[config.mk]
export PLATFORM = sky130hd
export DESIGN_NAME = fetch_stage
export DESIGN_NICKNAME = d
export VERILOG_FILES = /design/src/rtl/fetch_stage.sv
export SDC_FILE = /design/constraint.sdc
export NUM_CORES = 1
export LEC_CHECK = 0
export ABC_AREA = 1
export CORE_MARGIN = 2
export CORE_UTILIZATION = 54
export DETAILED_ROUTE_END_ITERATION = 16
export PLACE_DENSITY = 0.85
export SETUP_SLACK_MARGIN = 0.5
export SYNTH_ARGS = -nofsm -noshare
export SYNTH_HDL_FRONTEND = slang
export SYNTH_SLANG_ARGS = --single-unit
[constraint.sdc]
create_clock -name clk -period 3.62 [get_ports clk]
set_clock_uncertainty 0.05 [all_clocks]
set_input_delay 1.086 -clock clk [delete_from_list [all_inputs] [get_ports clk]]
set_output_delay 1.086 -clock clk [all_outputs]
set_load 0.02 [all_outputs]
[src/rtl/fetch_stage.sv]
// fetch_stage: instruction fetch for a 16-bit ISA with optional two-word
// (opcode + immediate) instructions. PC_Address is the PC register itself; all
// IF/ID outputs are registered. Per-edge priority: reset > Branch_Taken > Stall
// > advance.
// Ports:
//   clk, reset          rising-edge clock, synchronous active-high reset
//   Instruction         word read from instruction memory at PC_Address
//   Stall               hold PC, FSM, hold registers and IF/ID
//   Branch_Taken        redirect to Branch_Target and squash IF/ID
//   Branch_Target       redirect address
//   PC_Address          current fetch address
//   IF_ID_Instruction   opcode word (NOP_WORD when bubble)
//   IF_ID_Immediate     second word of a two-word instruction, else 0
//   IF_ID_PC            address of the opcode word
//   IF_ID_Valid         IF/ID holds a real instruction
module fetch_stage #(
  parameter logic [31:0] RESET_PC   = 32'h0000_0000,
  parameter logic [15:0] NOP_WORD   = 16'hE200,
  parameter logic [2:0]  IMM_PREFIX = 3'b101
) (
  input  logic        clk,
  input  logic        reset,
  input  logic [15:0] Instruction,
  input  logic        Stall,
  input  logic        Branch_Taken,
  input  logic [31:0] Branch_Target,
  output logic [31:0] PC_Address,
  output logic [15:0] IF_ID_Instruction,
  output logic [15:0] IF_ID_Immediate,
  output logic [31:0] IF_ID_PC,
  output logic        IF_ID_Valid
);

  typedef enum logic {
    FETCH = 1'b0,
    IMM   = 1'b1
  } state_t;

  state_t      state;
  logic [31:0] pc;
  logic [15:0] hold_instr;
  logic [31:0] hold_pc;
  logic        two_word;

  assign PC_Address = pc;
  assign two_word   = (Instruction[15:13] == IMM_PREFIX);

  always_ff @(posedge clk) begin
    if (reset) begin
      pc                <= RESET_PC;
      state             <= FETCH;
      hold_instr        <= '0;
      hold_pc           <= '0;
      IF_ID_Instruction <= NOP_WORD;
      IF_ID_Immediate   <= '0;
      IF_ID_PC          <= '0;
      IF_ID_Valid       <= 1'b0;
    end else if (Branch_Taken) begin
      // Redirect wins over Stall and discards any half-fetched two-word op.
      pc                <= Branch_Target;
      state             <= FETCH;
      hold_instr        <= '0;
      hold_pc           <= '0;
      IF_ID_Instruction <= NOP_WORD;
      IF_ID_Immediate   <= '0;
      IF_ID_PC          <= '0;
      IF_ID_Valid       <= 1'b0;
    end else if (!Stall) begin
      pc <= pc + 32'd1;
      unique case (state)
        FETCH: begin
          if (two_word) begin
            // Park the opcode; IF/ID carries a bubble until the immediate arrives.
            hold_instr        <= Instruction;
            hold_pc           <= pc;
            state             <= IMM;
            IF_ID_Instruction <= NOP_WORD;
            IF_ID_Immediate   <= '0;
            IF_ID_PC          <= '0;
            IF_ID_Valid       <= 1'b0;
          end else begin
            IF_ID_Instruction <= Instruction;
            IF_ID_Immediate   <= '0;
            IF_ID_PC          <= pc;
            IF_ID_Valid       <= 1'b1;
          end
        end
        IMM: begin
          IF_ID_Instruction <= hold_instr;
          IF_ID_Immediate   <= Instruction;
          IF_ID_PC          <= hold_pc;
          IF_ID_Valid       <= 1'b1;
          state             <= FETCH;
        end
        default: state <= FETCH;
      endcase
    end
  end

endmodule

Word level (Yosys, flattened, before mapping)
Cells that the tools add are included. W data, S select, Z words.

Flip-flop bits (word level): 146. Bits of input ports: 52. Output and inout port bits: 97. Logic and storage cells: 26.

$add $sub $neg: 1. Eq/ne operators: 2. Multiplexer cells: 11. Bitwise operators: 2. Reduce and logical (&&, ||, !) cells: 2.

Operator list (count): $mux W32 (3); $pmux W16 S2 (2); $pmux W32 S2 (1); $add A32 B1 Y32 const B (1); $mux W16 (1); $pmux W1 S2 (2); $eq A3 B3 Y1 const B (1); $reduce_and A3 Y1 (1); $mux W1 (2); $ne A2 B1 Y1 const B (1); $not A1 Y1 (2); $reduce_or A2 Y1 (1).

Longest topological paths before layout
Gate-level depths: netlist of run 1.

Word-level depth: 3. Depth in mapped cells: 11. Depth with buffers taken out: 10.

Least setup slack after synthesis of run 1
Ideal clock, no wire load.

Path kind: input port to flip-flop. Start point: in Stall. End point: reg hold_instr[9]. Library setup time: 0.116 ns. Arrival: 1.941 ns. Required time: 3.454 ns. Setup slack: 1.513 ns. Stages on the path: 8. Buffers on the path: 2. Cells stage by stage: buf_2 > nor2_2 > inv_1 > nor2_4 > inv_2 > buf_2 > nor2_1 > nor2_1.

Word-level cells in the longest chain between the ends: 2.

Ends and longest elaborated chain: start, declared (RTL line 24) `input logic Stall,`; $not A1 Y1 (no line); $reduce_and A3 Y1 (no line); end signal, assigned (RTL line 74) `hold_instr <= Instruction;`; end, declared (RTL line 41) `logic [15:0] hold_instr;`.

No other way between the ends. A chain may end at the register's enable or synchronous reset.

Worst setup path after layout of run 1
Start point: reg pc[5], in the netlist PC_Address[5]. End point: out PC_Address[5].

RTL lines: start, declared (RTL line 40) `logic [31:0] pc;`; start signal, assigned (RTL line 60) `pc <= Branch_Target;`; start signal, assigned (RTL line 69) `pc <= pc + 32'd1;`; end, declared (RTL line 27) `output logic [31:0] PC_Address,`.

No word-level cell between the ends.

==> results of run 1 <==
==> state kept, by name (all words and copies together), names as in the netlist <==
register,count
IF_ID_Valid,1
IF_ID_PC,32
PC_Address,32
hold_instr,16
IF_ID_Instruction,16
hold_pc,32
state,1
IF_ID_Immediate,16
==> metal layers <==
metal | share of wire, % | wire (µm) | up-vias
met5 | 0 | 0 | -
met4 | 2.2 | 435 | 0
met3 | 8.6 | 1670 | 41
met1 | 42 | 8140 | 3088
met2 | 47 | 9110 | 350
li1 | - | - | 3265
==> where the power goes <==
part | internal [mW] | switching, mW
Clock | 1.21 | 0.666
Combinational | 0.166 | 0.225
Sequential | 1.65 | 0.0541
Total | 3.02 | 0.945
==> logic make-up after synthesis <==
kind of cell	count (synthesis)	synth area share, %
flops	146	44.5
simple gates	461	30.3
compound gates	175	15.9
xor+xnor	9	1.20
buf+inv	126	7.89
fa+ha+maj	1	0.191
==> final timing paths <==
path,to,slack [ns]
worst min-delay path,hold_instr[14],0.41
worst max register to register,IF_ID_PC[11],1.56
worst min register to register,hold_instr[14],0.41
worst max-delay path,PC_Address[5],0.84
==> Yosys cell counts (2+ instances only) <==
cell type	n	area, µm²
a211oi_1	24	180
a21oi_1	60	300
a21oi_2	5	43.8
a22o_1	3	26.3
a31oi_1	48	300
buf_1	3	11.3
buf_2	24	120
buf_4	4	30.0
clkbuf_1	24	90.1
clkinv_1	4	15.0
dfxtp_1	146	2920
inv_1	61	229
inv_2	6	22.5
nand2_1	286	1070
nand2_2	5	31.3
nand2_4	2	22.5
nand3_1	84	420
nor2_1	64	240
nor2_2	6	37.5
nor2_4	9	101
nor2_8	2	40.0
o2111ai_1	2	17.5
o21ai_0	29	145
o221ai_1	2	17.5
xnor2_1	2	17.5
xor2_1	7	61.3
==> layout make-up <==
| class | count | area share, % |
|---|---|---|
| clock buffers | 24 | 5.50 |
| clock inverters | 8 | 1.72 |
| inverters | 71 | 3.04 |
| multi-input cells | 646 | 35.7 |
| flip-flops and latches | 146 | 33.4 |
| well taps | 147 | 2.10 |
| repair buffers | 162 | 18.5 |
==> impl_results.md, run 1 <==
* First-pass GRT wire length at 31100 µm
* Crit path depth at 1
* Total grt overflow at 0
* DRT Pass-1 Iters at 7
* Commonest non-fill, non-tap cell in the layout: nand2_1
* Clk buf depth at 2
* Final Core Density at 73.2%
* FF+latch count, synth at 146
* Fin nets at 1097
* Crit path kind: flip-flop to output port
* Register area share after synthesis at 44.5%
* Root buffer cell: clkbuf_16
* Crit path launch: PC_Address[5]
* Initial antenna violation count at 0
* Dpl cell area at 8120 µm²
* Initial Util at 54.9%
* Vias in the first global route at 6269
* F_max at 360 MHz
* Cell area after synthesis at 6570 µm²
* WP buf/inv at 1
* Vias at 6744
* Inst Count DP at 1172
* Post-layout power at 3.97 mW
* Area grow syn2layout at 33.3%
* Clock latency on the worst-skew pair at 0.42 ns
* Post-synth ARST share at 0%
* Tightest Pin Transition at 1.16 ns
* Worst Hold Path Cells at 2
* Average wire per standard cell at 16.1 µm
* Number of flops mapped to enable cells by yosys at 0
* Share of cells above drive strength 1 at 7.47%
* Leakage at 3.08 nW
* Worst hold path type: flip-flop to flip-flop
* Worst r2r src: state
* Clock Sink Count at 146
* Number of antenna diodes at 0
* Vias per inst at 5.60
* Top_reg_cell synth: dfxtp_1
* Die W at 114 µm
* Hold-fix buffers, CTS at 0
* Mapped Cells at 918
* Post-route minimum period at 2.78 ns
* Ports at 149
* Drt total wl at 19400 µm
* Status: complete, no violations
* Data required time of the worst path at 2.48 ns
* Residual DRC at 0
* Min Hold Slack at 0.410 ns
* Syn Nets at 971
* Crit end category: output port
* FF+latch area at 2920 µm²
* Row Count at 40
* CP max-delay cell: clkdlybuf4s50_1
* H-tree depth at 4
* RSZ-0062 raised after global routing: no
* Worst-path clk slew at 0.06 ns
* Cell count of the worst reg-to-reg path at 5
* Routing usage on met2 at 49.1%
* Non-filler instance count after layout at 1204
* Pwr/cell area at 454 nW/µm²
* Met3 Resource Use GR at 6.14%
* Initial DRC Count at 709
* Syn_area_per_cell at 7.15 µm²
* CP Launch Type: flip-flop
* Final WS setup at 0.839 ns
* Tcrit/Tclk final at 76.8%
* Final TNS setup at 0 ns
* Fin area at 8750 µm²
* RePlAce Congestion at 0.954
* Die area at 13100 µm²
* Slew Limit Headroom at 22.9%
* Yosys warnings at 0
* Final ANT Viol Nets at 0
* Gr usage total at 29.8%
* Largest net degree at the start of global routing at 66
* Final hold vios at 0
* Post-CTS setup buffer count at 0
* Synth unique cells at 32
* Max cap viols at 0
* Pre-CTS setup slack at 0.508 ns
* Final setup viols at 0
* Most Crowded Layer GR: met2
* Most frequent cells in the layout: 286 x nand2_1, 147 x clkdlybuf4s50_1, 146 x dfxtp_1, 84 x nand3_1, 64 x nor2_1
* Core area at 12000 µm²
* Multi-input gate area at 3130 µm²
* Worst path max stage delay at 0.68 ns
* CTS tree: built
* M1 GR Usage at 38.5%
* Post-DP HPWL at 12400 µm
* Hold Startpoint: hold_instr[14]
* # fillers at 950
* # resized after CTS at 0
* Critical Path, Cell by Cell: clkdlybuf4s50_1
* Port buffer count at 148
* Max FO, Critical Path at 7
* Final max-slew violation count at 0
* Cts bufs inserted at 17
* Max IR drop VDD at 0.271 mV
* Arr. time, crit path at 1.65 ns
* Die Ht at 114 µm
* Largest delay share family, worst path: buffers and inverters
(Power assumes the default switching activity.)
==> run 2: changes to the inputs <==
CORE_UTILIZATION = 46   (was 54)
PLACE_DENSITY = 0.77   (was 0.85)
clock period = 2.4 ns   (was 3.62 ns; I/O delays follow)
==> impl_results.md, run 2 (same netlist as run 1, synthesis figures left out) <==
* Status: complete, no violations
* Fin area at 9010 µm²
* Largest net degree at the start of global routing at 47
* Initial DRC Count at 832
* Row Count at 43
* Internal at 4.33 mW
* CP Launch Type: flip-flop
* Final TNS setup at 0 ns
* CP max-delay cell: dfxtp_2
* Dpl cell area at 8400 µm²
* Core area at 13900 µm²
* Worst Hold Path Cells at 2
* Worst r2r src: PC_Address[0]
* Commonest non-fill, non-tap cell in the layout: nand2_1
* Share of cells above drive strength 1 at 14.2%
* Slew Limit Headroom at 61.5%
* RSZ-0062 raised after global routing: no
* Most frequent cells in the layout: 286 x nand2_1, 131 x dfxtp_1, 84 x nand3_1, 64 x nor2_1, 61 x inv_1
* Max cap viols at 0
* Area grow syn2layout at 37.3%
* Clock Sink Count at 146
* Die W at 123 µm
* Initial antenna violation count at 0
* Residual DRC at 0
* Vias at 6855
* DRT Pass-1 Iters at 6
* Leakage at 3.52 nW
* Clk buf depth at 2
* Number of antenna diodes at 0
* Initial Util at 47.1%
* Net Sw Frac at 25.3%
* Hold Path Sink: hold_instr[14]
* Max IR drop VDD at 0.491 mV
* Die area at 15200 µm²
* Critical Path, Cell by Cell: clkdlybuf4s15_2
* Seq pwr share at 43.9%
* H-tree depth at 4
* Cell count of the worst reg-to-reg path at 9
* Gate power share at 11.2%
* Final max-slew violation count at 0
* Final ANT Viol Nets at 0
* First-pass GRT wire length at 31500 µm
* Tcrit/Tclk final at 78.6%
* Total grt overflow at 0
* Port buffer count at 148
* Gr usage total at 26.6%
* Worst-path clk slew at 0.06 ns
* Hold-fix buffers, CTS at 0
* Min Hold Slack at 0.399 ns
* Fin nets at 1127
* Post-layout power at 5.80 mW
* Vias in the first global route at 6011
* Inst Count DP at 1230
* Die Ht at 123 µm
* Clock latency on the worst-skew pair at 0.43 ns
* Non-filler instance count after layout at 1267
* Largest delay share family, worst path: flip-flops
* R2r setup slk at 0.61 ns
* Post-route minimum period at 1.89 ns
* Ports at 149
* # fillers at 1220
* Hold Startpoint: hold_instr[14]
* Final hold vios at 0
* Max FO, Critical Path at 6
* Crit end category: output port
* Clk pwr share at 44.9%
* Switch Pwr at 1.47 mW
* Tightest Pin Transition at 0.577 ns
* Drt total wl at 20500 µm
* Worst path max stage delay at 0.40 ns
* CTS tree: built
* WP buf/inv at 1
* Post-DP HPWL at 13600 µm
* Vias per inst at 5.41
* RR Endpoint: PC_Address[22]
* F_max at 530 MHz
* Data required time of the worst path at 1.63 ns
* Average wire per standard cell at 16.2 µm
* Root buffer cell: clkbuf_16
* Worst hold path type: flip-flop to flip-flop
* Crit path kind: flip-flop to output port
* Cts bufs inserted at 17
* Arr. time, crit path at 1.12 ns
* Final setup viols at 0
* Pwr/cell area at 643 nW/µm²
* RePlAce Congestion at 0.944
-- run 2: cell types whose count changed in the layout (fill, tap and decap cells not counted), moves of 15 or more --
cell and delta:
buf_4 +23, clkdlybuf4s15_1 +28, clkdlybuf4s15_2 +16, clkdlybuf4s50_1 -101
dfxtp_1 -15, dlygate4sd2_1 +42
-- run 2: stage by stage --
stage	setup slack [ns]	utilization [%]
after floorplan	0.659	-
after global placement	0.114	60.3
after detailed placement	0.122	60.3
after CTS	0.409	64.1
after global routing	0.495	64.7
final	0.514	64.7
-- run 2: final cells by class --
| class | count | area [µm²] | area share, % |
|---|---|---|---|
| repair buffers | 192 | 1860 | 20.6 |
| inverters | 71 | 269 | 2.99 |
| multi-input cells | 646 | 3140 | 34.8 |
| clock buffers | 22 | 464 | 5.15 |
| clock inverters | 10 | 109 | 1.21 |
| flip-flops and latches | 146 | 2950 | 32.7 |
| well taps | 180 | 225 | 2.50 |
-- run 2: what timing repair did --
item                                    CTS  global route
setup buffers                             0             4
cloned                                    0             1
endpoints found under the setup margin   97           110
pin swaps                                 0             2
resized for setup                       162            44
-- run 2: power by group through the flow --
stage / Combinational, mW / Sequential (mW) / Clock [mW]
floorplan: 0.253 / 2.65 / 0
finish: 0.650 / 2.54 / 2.60
global route: 0.702 / 2.55 / 2.70
detailed placement: 0.656 / 2.59 / 0
CTS: 0.634 / 2.54 / 2.62
global placement: 0.650 / 2.59 / 0
-- run 2: layer usage --
layer / share of wire (%) / wire (µm) / track usage, %
met4: 1.7 / 351 / 8.38
met5: 0 / 0 / 0
met1: 44 / 8920 / 37.6
met2: 46 / 9370 / 40.9
met3: 8.9 / 1830 / 4.98
-- run 2: how the worst max path moves through the flow --
stage	startpoint	endpoint	slack, ns	cells after the start
after global routing	IF_ID_PC[6]	IF_ID_PC[6]	0.50	1
after floorplan	Stall	hold_instr[9]	0.66	8
after global placement	Instruction[14]	IF_ID_PC[18]	0.11	6
after CTS	PC_Address[0]	PC_Address[0]	0.41	1
final	PC_Address[18]	PC_Address[18]	0.51	1
after detailed placement	Instruction[14]	hold_pc[28]	0.12	6
